===== src/rtl/toilet_pkg.sv =====
// Shared definitions for the toilet sequencing core: one-hot state encoding,
// default durations and the state-to-duration mapping.
package toilet_pkg;

   typedef logic [4:0] state_t;

   localparam state_t ST_READY     = 5'b00001;
   localparam state_t ST_USING     = 5'b00010;
   localparam state_t ST_SPRAYING  = 5'b00100;
   localparam state_t ST_DRYING    = 5'b01000;
   localparam state_t ST_DISCHARGE = 5'b10000;

   localparam int unsigned DEF_SPRAY_BASE = 100;
   localparam int unsigned DEF_DRY_CYC    = 80;
   localparam int unsigned DEF_DIS_SMALL  = 40;
   localparam int unsigned DEF_DIS_LARGE  = 60;

   // Untimed states report 1 so a stray compare can never underflow.
   function automatic int unsigned dur_sel(
      input state_t      st,
      input int unsigned mode,
      input logic        de_ur,
      input int unsigned spray_base,
      input int unsigned dry_cyc,
      input int unsigned dis_small,
      input int unsigned dis_large
   );
      int unsigned d;
      d = 1;
      case (st)
         ST_SPRAYING:  d = spray_base * (mode + 1);
         ST_DRYING:    d = dry_cyc;
         ST_DISCHARGE: d = de_ur ? dis_large : dis_small;
         default:      d = 1;
      endcase
      return d;
   endfunction

endpackage


===== src/rtl/toilet_core_param_if.sv =====
// Register-file / actuator bundle between the register block (master) and the
// sequencing core (slave).
interface toilet_core_param_if #(
   parameter int MODE_W = 2,
   parameter int CNT_W  = 16
);
   logic              reg_user_en;
   logic              reg_toilet_using;
   logic              reg_spray_en;
   logic              reg_sp_dr_auto_en;
   logic [MODE_W-1:0] reg_spray_mode;
   logic              reg_auto_dis_en;
   logic              reg_de_ur;
   logic              reg_flush_req;
   logic              warm_en;

   logic              warm_up_on;
   logic              open_toilet_lid;
   logic              led_using;
   logic              spray_an;
   logic              user_flushes;
   logic              dis_de;
   logic              count_spray_done;
   logic              count_drying_done;
   logic              count_dis_done;
   logic              stt_ready;
   logic              stt_using;
   logic              stt_spraying;
   logic              stt_drying;
   logic              stt_discharge;
   logic [CNT_W-1:0]  cnt_val;

   modport master (
      output reg_user_en, reg_toilet_using, reg_spray_en, reg_sp_dr_auto_en,
             reg_spray_mode, reg_auto_dis_en, reg_de_ur, reg_flush_req, warm_en,
      input  warm_up_on, open_toilet_lid, led_using, spray_an, user_flushes, dis_de,
             count_spray_done, count_drying_done, count_dis_done,
             stt_ready, stt_using, stt_spraying, stt_drying, stt_discharge, cnt_val
   );

   modport slave (
      input  reg_user_en, reg_toilet_using, reg_spray_en, reg_sp_dr_auto_en,
             reg_spray_mode, reg_auto_dis_en, reg_de_ur, reg_flush_req, warm_en,
      output warm_up_on, open_toilet_lid, led_using, spray_an, user_flushes, dis_de,
             count_spray_done, count_drying_done, count_dis_done,
             stt_ready, stt_using, stt_spraying, stt_drying, stt_discharge, cnt_val
   );

endinterface


===== src/rtl/toilet_dur_timer.sv =====
// Generic duration timer: counts while enabled, flags the last cycle of a
// DUR-cycle interval, and clears on request.
module toilet_dur_timer #(
   parameter int CNT_W = 16
) (
   input  logic             clk,
   input  logic             reset_n,
   input  logic             clr,
   input  logic             en,
   input  logic [CNT_W-1:0] dur,
   output logic [CNT_W-1:0] cnt,
   output logic             done
);

   logic [CNT_W-1:0] cnt_reg;

   always_ff @(posedge clk or negedge reset_n) begin
      if (!reset_n)
         cnt_reg <= '0;
      else if (clr)
         cnt_reg <= '0;
      else if (en)
         cnt_reg <= cnt_reg + CNT_W'(1);
   end

   assign cnt  = cnt_reg;
   assign done = en && (cnt_reg == dur - CNT_W'(1));

endmodule


===== src/rtl/toilet_core_param.sv =====
// Smart-toilet session sequencer: READY/USING/SPRAYING/DRYING/DISCHARGE flow
// with per-mode spray length, selectable discharge volume and one shared timer.
module toilet_core_param
   import toilet_pkg::*;
#(
   parameter int          CNT_W      = 16,
   parameter int          MODE_W     = 2,
   parameter int unsigned SPRAY_BASE = DEF_SPRAY_BASE,
   parameter int unsigned DRY_CYC    = DEF_DRY_CYC,
   parameter int unsigned DIS_SMALL  = DEF_DIS_SMALL,
   parameter int unsigned DIS_LARGE  = DEF_DIS_LARGE
) (
   input  logic                 clk,
   input  logic                 reset_n,
   toilet_core_param_if.slave   bus
);

   localparam longint unsigned SPRAY_MAX = 64'(SPRAY_BASE) << MODE_W;
   localparam longint unsigned DIS_MAX   = (DIS_LARGE > DIS_SMALL) ? 64'(DIS_LARGE) : 64'(DIS_SMALL);
   localparam longint unsigned TD_MAX    = (64'(DRY_CYC) > DIS_MAX) ? 64'(DRY_CYC) : DIS_MAX;
   localparam longint unsigned DUR_MAX   = (SPRAY_MAX > TD_MAX) ? SPRAY_MAX : TD_MAX;
   localparam longint unsigned CNT_LIM   = 64'd1 << CNT_W;

   generate
      if (SPRAY_BASE == 0 || DRY_CYC == 0 || DIS_SMALL == 0 || DIS_LARGE == 0 ||
          DUR_MAX >= CNT_LIM) begin : g_dur_check
         $error("toilet_core_param: every duration must be >= 1 and fit in CNT_W bits");
      end
   endgenerate

   state_t            state_reg, state_next;
   state_t            leave_st;
   logic [MODE_W-1:0] mode_reg;
   logic              de_ur_reg;
   logic              lid_reg;
   logic              tmr_clr, tmr_en, tmr_done;
   logic [CNT_W-1:0]  tmr_dur, tmr_cnt;

   assign leave_st = bus.reg_auto_dis_en ? ST_DISCHARGE : ST_READY;
   assign tmr_en   = (state_reg == ST_SPRAYING) || (state_reg == ST_DRYING) ||
                     (state_reg == ST_DISCHARGE);
   assign tmr_clr  = (state_next != state_reg);
   assign tmr_dur  = CNT_W'(dur_sel(state_reg, 32'(mode_reg), de_ur_reg,
                                    SPRAY_BASE, DRY_CYC, DIS_SMALL, DIS_LARGE));

   toilet_dur_timer #(.CNT_W(CNT_W)) u_timer (
      .clk     (clk),
      .reset_n (reset_n),
      .clr     (tmr_clr),
      .en      (tmr_en),
      .dur     (tmr_dur),
      .cnt     (tmr_cnt),
      .done    (tmr_done)
   );

   // The lid is registered so that reset forces it low regardless of reg_user_en.
   always_ff @(posedge clk or negedge reset_n) begin
      if (!reset_n) begin
         state_reg <= ST_READY;
         lid_reg   <= 1'b0;
      end else begin
         state_reg <= state_next;
         lid_reg   <= (state_next == ST_READY) ? bus.reg_user_en : 1'b1;
      end
   end

   always_ff @(posedge clk or negedge reset_n) begin
      if (!reset_n) begin
         mode_reg  <= '0;
         de_ur_reg <= 1'b0;
      end else begin
         if (state_reg != ST_SPRAYING && state_next == ST_SPRAYING)
            mode_reg <= bus.reg_spray_mode;
         if (state_reg != ST_DISCHARGE && state_next == ST_DISCHARGE)
            de_ur_reg <= bus.reg_de_ur;
      end
   end

   always_comb begin
      state_next = state_reg;
      case (state_reg)
         ST_READY:
            if (bus.reg_user_en && bus.reg_toilet_using)
               state_next = ST_USING;
         ST_USING:
            if (!bus.reg_user_en)
               state_next = leave_st;
            else if (bus.reg_spray_en)
               state_next = ST_SPRAYING;
            else if (bus.reg_flush_req)
               state_next = ST_DISCHARGE;
            else if (!bus.reg_toilet_using && bus.reg_auto_dis_en)
               state_next = ST_DISCHARGE;
         // A user leaving outranks completion; completion outranks a late spray release.
         ST_SPRAYING:
            if (!bus.reg_user_en)
               state_next = leave_st;
            else if (tmr_done)
               state_next = bus.reg_sp_dr_auto_en ? ST_DRYING : ST_USING;
            else if (!bus.reg_spray_en)
               state_next = ST_USING;
         ST_DRYING:
            if (!bus.reg_user_en)
               state_next = leave_st;
            else if (tmr_done)
               state_next = ST_USING;
         ST_DISCHARGE:
            if (tmr_done)
               state_next = bus.reg_user_en ? ST_USING : ST_READY;
         default:
            state_next = ST_READY;
      endcase
   end

   always_comb begin
      bus.stt_ready         = (state_reg == ST_READY);
      bus.stt_using         = (state_reg == ST_USING);
      bus.stt_spraying      = (state_reg == ST_SPRAYING);
      bus.stt_drying        = (state_reg == ST_DRYING);
      bus.stt_discharge     = (state_reg == ST_DISCHARGE);
      bus.led_using         = (state_reg != ST_READY);
      bus.spray_an          = (state_reg == ST_SPRAYING);
      bus.user_flushes      = (state_reg == ST_DISCHARGE);
      bus.dis_de            = (state_reg == ST_DISCHARGE) && de_ur_reg;
      bus.open_toilet_lid   = lid_reg;
      bus.warm_up_on        = bus.warm_en && ((state_reg == ST_USING) ||
                              (state_reg == ST_SPRAYING) || (state_reg == ST_DRYING));
      bus.count_spray_done  = (state_reg == ST_SPRAYING)  && tmr_done;
      bus.count_drying_done = (state_reg == ST_DRYING)    && tmr_done;
      bus.count_dis_done    = (state_reg == ST_DISCHARGE) && tmr_done;
      bus.cnt_val           = tmr_cnt;
   end

endmodule


===== src/flat_wrapper.sv =====
// flat-port wrapper written by rule: the top's interface ports become plain ports
module toilet_core_param_flat import toilet_pkg::*;
#(
   parameter int          CNT_W      = 16,
   parameter int          MODE_W     = 2,
   parameter int unsigned SPRAY_BASE = DEF_SPRAY_BASE,
   parameter int unsigned DRY_CYC    = DEF_DRY_CYC,
   parameter int unsigned DIS_SMALL  = DEF_DIS_SMALL,
   parameter int unsigned DIS_LARGE  = DEF_DIS_LARGE
)
  (clk, reset_n, bus_reg_user_en, bus_reg_toilet_using, bus_reg_spray_en, bus_reg_sp_dr_auto_en, bus_reg_spray_mode, bus_reg_auto_dis_en, bus_reg_de_ur, bus_reg_flush_req, bus_warm_en, bus_warm_up_on, bus_open_toilet_lid, bus_led_using, bus_spray_an, bus_user_flushes, bus_dis_de, bus_count_spray_done, bus_count_drying_done, bus_count_dis_done, bus_stt_ready, bus_stt_using, bus_stt_spraying, bus_stt_drying, bus_stt_discharge, bus_cnt_val);
  toilet_core_param_if #(.MODE_W(MODE_W), .CNT_W(CNT_W)) bus_i ();
  input  logic clk;
  input  logic reset_n;
  input wire logic [$bits(bus_i.reg_user_en)-1:0] bus_reg_user_en;
  input wire logic [$bits(bus_i.reg_toilet_using)-1:0] bus_reg_toilet_using;
  input wire logic [$bits(bus_i.reg_spray_en)-1:0] bus_reg_spray_en;
  input wire logic [$bits(bus_i.reg_sp_dr_auto_en)-1:0] bus_reg_sp_dr_auto_en;
  input wire logic [$bits(bus_i.reg_spray_mode)-1:0] bus_reg_spray_mode;
  input wire logic [$bits(bus_i.reg_auto_dis_en)-1:0] bus_reg_auto_dis_en;
  input wire logic [$bits(bus_i.reg_de_ur)-1:0] bus_reg_de_ur;
  input wire logic [$bits(bus_i.reg_flush_req)-1:0] bus_reg_flush_req;
  input wire logic [$bits(bus_i.warm_en)-1:0] bus_warm_en;
  output wire logic [$bits(bus_i.warm_up_on)-1:0] bus_warm_up_on;
  output wire logic [$bits(bus_i.open_toilet_lid)-1:0] bus_open_toilet_lid;
  output wire logic [$bits(bus_i.led_using)-1:0] bus_led_using;
  output wire logic [$bits(bus_i.spray_an)-1:0] bus_spray_an;
  output wire logic [$bits(bus_i.user_flushes)-1:0] bus_user_flushes;
  output wire logic [$bits(bus_i.dis_de)-1:0] bus_dis_de;
  output wire logic [$bits(bus_i.count_spray_done)-1:0] bus_count_spray_done;
  output wire logic [$bits(bus_i.count_drying_done)-1:0] bus_count_drying_done;
  output wire logic [$bits(bus_i.count_dis_done)-1:0] bus_count_dis_done;
  output wire logic [$bits(bus_i.stt_ready)-1:0] bus_stt_ready;
  output wire logic [$bits(bus_i.stt_using)-1:0] bus_stt_using;
  output wire logic [$bits(bus_i.stt_spraying)-1:0] bus_stt_spraying;
  output wire logic [$bits(bus_i.stt_drying)-1:0] bus_stt_drying;
  output wire logic [$bits(bus_i.stt_discharge)-1:0] bus_stt_discharge;
  output wire logic [$bits(bus_i.cnt_val)-1:0] bus_cnt_val;
  assign bus_i.reg_user_en = bus_reg_user_en;
  assign bus_i.reg_toilet_using = bus_reg_toilet_using;
  assign bus_i.reg_spray_en = bus_reg_spray_en;
  assign bus_i.reg_sp_dr_auto_en = bus_reg_sp_dr_auto_en;
  assign bus_i.reg_spray_mode = bus_reg_spray_mode;
  assign bus_i.reg_auto_dis_en = bus_reg_auto_dis_en;
  assign bus_i.reg_de_ur = bus_reg_de_ur;
  assign bus_i.reg_flush_req = bus_reg_flush_req;
  assign bus_i.warm_en = bus_warm_en;
  assign bus_warm_up_on = bus_i.warm_up_on;
  assign bus_open_toilet_lid = bus_i.open_toilet_lid;
  assign bus_led_using = bus_i.led_using;
  assign bus_spray_an = bus_i.spray_an;
  assign bus_user_flushes = bus_i.user_flushes;
  assign bus_dis_de = bus_i.dis_de;
  assign bus_count_spray_done = bus_i.count_spray_done;
  assign bus_count_drying_done = bus_i.count_drying_done;
  assign bus_count_dis_done = bus_i.count_dis_done;
  assign bus_stt_ready = bus_i.stt_ready;
  assign bus_stt_using = bus_i.stt_using;
  assign bus_stt_spraying = bus_i.stt_spraying;
  assign bus_stt_drying = bus_i.stt_drying;
  assign bus_stt_discharge = bus_i.stt_discharge;
  assign bus_cnt_val = bus_i.cnt_val;
  toilet_core_param #(.CNT_W(CNT_W), .MODE_W(MODE_W), .SPRAY_BASE(SPRAY_BASE), .DRY_CYC(DRY_CYC), .DIS_SMALL(DIS_SMALL), .DIS_LARGE(DIS_LARGE)) u_core (.clk(clk), .reset_n(reset_n), .bus(bus_i));
endmodule

===== config.mk =====
export PLATFORM = sky130hd
export DESIGN_NAME = toilet_core_param_flat
export DESIGN_NICKNAME = d
export VERILOG_FILES = /design/src/rtl/toilet_pkg.sv /design/src/rtl/toilet_core_param_if.sv /design/src/rtl/toilet_dur_timer.sv /design/src/rtl/toilet_core_param.sv /design/src/flat_wrapper.sv
export SDC_FILE = /design/constraint.sdc
export NUM_CORES = 1
export LEC_CHECK = 0
export BUFFER_PORTS_ARGS = -buffer_cell sky130_fd_sc_hd__buf_4
export CAP_MARGIN = 20
export CORE_MARGIN = 3
export CORE_UTILIZATION = 40
export CTS_BUF_LIST = sky130_fd_sc_hd__clkbuf_8
export CTS_CLUSTER_DIAMETER = 50
export DETAILED_ROUTE_END_ITERATION = 8
export GPL_ROUTABILITY_DRIVEN = 0
export HOLD_SLACK_MARGIN = 0.08
export PLACE_DENSITY = 0.63
export RECOVER_POWER = 25
export SETUP_SLACK_MARGIN = 0.5
export SYNTH_ARGS = -nofsm -noshare
export SYNTH_HDL_FRONTEND = slang
export SYNTH_SLANG_ARGS = --single-unit

===== constraint.sdc =====
create_clock -name clk -period 3.2 [get_ports clk]
set_input_delay 0.16 -clock clk [delete_from_list [all_inputs] [get_ports clk]]
set_output_delay 0.16 -clock clk [all_outputs]
set_load 0.1 [all_outputs]

Yosys cells after proc, flatten, opt, wreduce, memory -nomap -nowiden
Index checks and enable logic that the tools add are counted.

word-level totals
  output and inout port bits = 30
  word-level logic and storage cells = 58
  bits in registers = 25

operators by class
  $mul = 1
  eq/ne operators = 13
  multiplexer cells = 20
  add/subtract/negate cells = 3
  reduce and logical (&&, ||, !) cells = 16

operator list
  kind                                                number
  2-to-1 mux 5 bit                                    13
  one-hot mux 16 bit (3 select lines)                 1
  multiplier 5 x 32 -> 14 bit, first input constant   1
  2-to-1 mux 16 bit                                   2
  one-hot mux 5 bit (5 select lines)                  1
  adder 16 x 1 -> 16 bit, second input constant       1
  == test 16 bit                                      1
  subtractor 16 x 1 -> 16 bit, second input constant  1
  == test 5 x 1 -> 1 bit, second input constant       2
  == test 5 x 3 -> 1 bit, second input constant       2
  == test 5 bit, second input constant                2
  logical AND 1 bit                                   10
  == test 5 x 2 -> 1 bit, second input constant       1
  == test 5 x 4 -> 1 bit, second input constant       1
  != test 5 x 1 -> 1 bit, second input constant       1
  != test 5 x 3 -> 1 bit, second input constant       1
  != test 5 bit                                       1
  != test 5 bit, second input constant                1
  logical OR 1 bit                                    4
  2-to-1 mux 4 bit                                    1
  adder 2 x 1 -> 3 bit, second input constant         1
  2-to-1 mux 2 bit                                    1
  nonzero test 2 bit                                  1
  logical NOT 1 bit                                   1
  2-to-1 mux 1 bit                                    1

Logic depth before layout (Yosys ltp)
  depth in word-level cells = 11
  depth in mapped cells = 14
  gate-level depth less buffers = 12

Modules after synthesis
Synthesis repeated with hierarchy kept, for this count alone.

second synthesis, totals
  cells, all modules = 276
  area total of the unflattened synthesis = 2289.7 um2

by module, submodules not included
  module             seq. area each (um2)  times used  cells each  area each (um2)
  toilet_dur_timer   400.4                 1           162         1347.5
  toilet_core_param  226.5                 1           114         942.2

Worst setup path after synthesis
Ideal clock, no wire load.

  path kind = register to output
  from = register u_core.mode_reg[0]
  to = output bus_count_dis_done
  arrival = 3.949 ns
  path slack = -0.909 ns
  stages on the path, launching flop included = 12
  required time = 3.040 ns
  buffers on the path = 1
  cell sequence = dfrtp_1 -> inv_1 -> ha_1 -> and3b_1 -> o211ai_2 -> xor2_1 -> or3_4 -> a2111oi_4 -> o211ai_1 -> or3_1 -> buf_6 -> nor2_1

on the way
  cells in the longest elaborated chain, start to end = 7

RTL lines
  item                                 RTL line                  text
  from (decl)                          toilet_core_param.sv:33   logic [MODE_W-1:0] mode_reg;
  from (signal assigned)               toilet_core_param.sv:73   mode_reg <= bus.reg_spray_mode;
  adder 2 x 1 -> 3 bit                 toilet_pkg.sv:31          ST_SPRAYING: d = spray_base * (mode + 1);
  multiplier 5 x 32 -> 14 bit          toilet_pkg.sv:31
  one-hot mux 16 bit (3 select lines)  toilet_pkg.sv:30          case (st)
  subtractor 16 x 1 -> 16 bit          toilet_dur_timer.sv:27    assign done = en && (cnt_reg == dur - CNT_W'(1));
  == test 16 bit                       toilet_dur_timer.sv:27
  logical AND 1 bit                    toilet_dur_timer.sv:27
  logical AND 1 bit                    toilet_core_param.sv:130  bus.count_dis_done = (state_reg == ST_DISCHARGE) && tmr_done;
  to (decl)                            flat_wrapper.sv:32        output wire logic [$bits(bus_i.count_dis_done)-1:0] bus_count_dis_done;

Every way passes these cells.

Worst setup path after layout
  from = register u_core.mode_reg[0]
  to = output bus_count_drying_done

on the way
  cells in the longest elaborated chain, start to end = 7

RTL lines
  item                                 RTL line                  text
  adder 2 x 1 -> 3 bit                 toilet_pkg.sv:31
  multiplier 5 x 32 -> 14 bit          toilet_pkg.sv:31
  one-hot mux 16 bit (3 select lines)  toilet_pkg.sv:30
  subtractor 16 x 1 -> 16 bit          toilet_dur_timer.sv:27
  == test 16 bit                       toilet_dur_timer.sv:27
  logical AND 1 bit                    toilet_dur_timer.sv:27
  logical AND 1 bit                    toilet_core_param.sv:129  bus.count_drying_done = (state_reg == ST_DRYING) && tmr_done;
  to (decl)                            flat_wrapper.sv:31        output wire logic [$bits(bus_i.count_drying_done)-1:0] bus_count_drying_done;

Every way passes these cells.

==> impl_metrics.py <==
metrics = {
    "run_status": {
        "status": "finished with violations",
        "violations": "setup timing",
    },
    "grt": {
        "grt_use_total": 0.174,
        "met1_usage": 0.237,
        "grt_pass1_vias": 1783,
        "grt_overflow": 0,
        "met3_usage": 0.0188,
        "grt_max_degree": 26,
        "grt_antenna_before_repair": 0,
        "grt-busiest-layer": "met2",
        "gr-usage-met2": 0.290,
        "grt_pass1_wl_um": 8440,
    },
    "layout": {
        "mostFrequentLayoutCell": "buf_4",
        "finalNonFillerCells": 366,
        "register_area_um2": 633,
        "fillers": 428,
        "antenna_cells": 0,
        "largest_reg_flops": 16,
        "finalInstanceArea_mm2": 0.00292,
        "multi_input_area_mm2": 0.00144,
        "final_layout_size_suffix_gt1_frac": 0.445,
        "fin_nets": 319,
        "layout_common_cells": "buf_4 (66), dfrtp_1 (19), nand2_1 (18), nor2_1 (14), xor2_1 (13)",
        "area_growth_pct": 45.7,
    },
    "place": {
        "io_buffers": 41,
        "placed_cell_area_mm2": 0.00251,
        "detailed_place_hpwl_um": 3770,
        "dp.cells": 342,
    },
    "worst_setup_path": {
        "worstPathArrival_ns": 3.17,
        "setup.worst_path.class": "reg2out",
        "cp_cell_sequence": "inv_4, ha_4, and3b_1, o211ai_2, xor2_1, buf_4, nand3b_1, a2111oi_4, o211ai_1, or3_4, buf_8, nor2_4, buf_12",
        "required_ns": 3.04,
        "cp-end-kind": "output port",
        "critPathSlowestCell": "dfrtp_2",
        "worstSetupStartpointType": "flip-flop",
        "critPathMaxStageDelay_ns": 0.44,
        "critPathMaxFanout": 4,
    },
    "flow_run": {
        "max-cap-violations": 0,
    },
    "power": {
        "p_leak_nw": 1.29,
        "swShare": 0.357,
        "pwr-share-seq": 0.383,
        "powerDensity_mw_per_mm2": 302,
        "comb_power_share": 0.378,
        "peakVddDrop_mv": 0.246,
        "p_sw_uw": 315,
        "clkPwrFrac": 0.239,
        "power.internal_uw": 567,
    },
    "sta": {
        "setup_viol": 21,
        "final_max_slew_viol_count": 0,
        "rsz0062_at_grt": "true",
        "timing.fmax_mhz": 301,
        "hold_viol": 0,
        "layout_setup_ws_ns": -0.127,
        "clock_skew_ns": 0.00512,
        "period_minus_slack_ns": 3.33,
        "slew_headroom": 0.0735,
        "worstMarginPinSlew_ns": 1.39,
        "setup_tns_ns": -2.05,
        "timing.final.crit_share": 1.04,
        "hold-worst-slack_ns": 0.102,
    },
    "routing": {
        "firstDrtPassIters": 4,
        "routedWlPerCell_um": 14.1,
        "ant_nets": 0,
        "vias": 1925,
        "drc": 0,
        "first_iter_violations": 81,
        "wirelength_um": 5150,
        "via_per_inst": 5.26,
    },
    "yosys": {
        "synthCells": 228,
        "synth_ff_type": "dfrtp_1",
        "synth.yosys.seq_area_share": 0.313,
        "async_reset_ff_frac": 1.00,
        "yosysUniqueCellTypes": 56,
        "synth_fp_nets": 247,
        "synth_edf_count": 0,
        "synth_warnings": 0,
        "syn_area_mm2": 0.00200,
        "synth-seq-cells": 25,
        "avgSynthCellArea_um2": 8.78,
    },
    "floorplan": {
        "io_pins": 42,
        "die_x_um": 76.7,
        "initial_core_util": 0.418,
        "die_height_um": 76.7,
        "die_area_mm2": 0.00589,
        "rows": 25,
        "core_area_mm2": 0.00479,
    },
    "clock_tree": {
        "root_buffer": "clkbuf_8",
        "clock-sinks": 25,
        "cts_buffer_depth": 2,
        "cts_buffers": 3,
        "cts_tree": "built",
        "worst_skew_pair.late_latency_ns": 0.28,
        "clkTransAtPathRegs_ns": 0.10,
        "htreeDepth": 1,
    },
    "min_path": {
        "worstHoldPathType": "in2reg",
    },
}
[Yosys cell counts (all sizes together), types with 2 or more instances]
cell | number | area share
mux2i | 2 | 0.010
nand2 | 20 | 0.039
nand3 | 9 | 0.025
o21ai | 17 | 0.042
nor2b | 6 | 0.020
nor2 | 28 | 0.066
or3 | 3 | 0.012
ha | 7 | 0.044
a21oi | 9 | 0.022
dfrtp | 24 | 0.30
clkbuf | 2 | 0.0038
inv | 15 | 0.028
o211ai | 5 | 0.021
mux2 | 2 | 0.011
and3 | 5 | 0.016
nand4 | 4 | 0.012
and2 | 2 | 0.0062
xor2 | 15 | 0.069
xnor2 | 12 | 0.052
buf | 8 | 0.036
o2111ai | 2 | 0.0088
nand3b | 3 | 0.011
a2111oi | 3 | 0.023
nor4 | 3 | 0.016
nor3 | 4 | 0.012
[power by group through the flow]
| stage | logic (mW) | registers, mW | clock network, mW |
|---|---|---|---|
| after CTS | 0.254 | 0.337 | 0.216 |
| after floorplan | 0.149 | 0.350 | 0 |
| final | 0.333 | 0.338 | 0.210 |
| after global placement | 0.236 | 0.343 | 0 |
| after detailed placement | 0.238 | 0.343 | 0 |
| after global routing | 0.359 | 0.339 | 0.224 |
[worst max-delay path, delay by kind of cell, from the launching register on]
kind,cells,cell delay (ns)
flops,1,0.44
simple gates,4,0.80
fa+ha+maj,1,0.19
compound gates,3,0.73
buf+inv,4,0.52
xor+xnor,1,0.20
[final cells by class]
| class | instances | share of cell area |
|---|---|---|
| multi-input cells | 178 | 0.494 |
| repair buffers | 77 | 0.222 |
| flip-flops and latches | 25 | 0.217 |
| inverters | 15 | 0.0215 |
| well taps | 67 | 0.0287 |
| clock buffers | 3 | 0.0142 |
| clock inverters | 1 | 0.00257 |
[path summary, 6_finish.rpt]
path	start	to	slack, ns	cells past startpoint
worst max-delay path	u_core.mode_reg[0]	bus_count_drying_done	-0.13	13
worst min-delay path	bus_reg_de_ur	u_core.de_ur_reg	0.10	2
worst max register to register	u_core.mode_reg[0]	u_core.state_reg[1]	-0.12	15
worst min register to register	u_core.de_ur_reg	u_core.de_ur_reg	0.52	1
max in group asynchronous	reset_n	u_core.state_reg[4]	1.58	2
min in group asynchronous	reset_n	u_core.state_reg[3]	0.72	2
[logic make-up (layout without fill, tap and decap cells)]
family / count (synthesis) / after routing / share of synthesized area
and+or+nand+nor: 93 / 93 / 0.258
muxes: 4 / 4 / 0.0212
AOI/OAI and AO/OA: 47 / 47 / 0.174
adders and majority gates: 7 / 7 / 0.0437
DFF: 25 / 25 / 0.313
xor gates and xnor gates: 27 / 27 / 0.122
buffers and inverters: 25 / 96 / 0.0675
[timing repair]
action	in CTS	in global routing
buffers inserted	7	10
pin swaps	8	18
cloned	0	0
hold endpoints to repair	27	0
gates resized for setup	19	28
endpoints found under the setup margin	25	25
hold buffers	3	0
[per-stage QoR]
stage	setup slack, ns	utilization	power, mW
CTS	-0.167	0.565	0.806
finish	-0.127	0.609	0.881
global placement	0.0271	0.524	0.578
global route	-0.224	0.609	0.922
floorplan	-0.0859	-	0.499
detailed placement	-0.0681	0.524	0.581
[layer usage]
layer	wire length, um	vias to the layer above
met5	0	-
met4	53	0
met3	199	5
met2	2500	41
met1	2400	944
li1	-	935
Power figures use the tool's default switching activity.
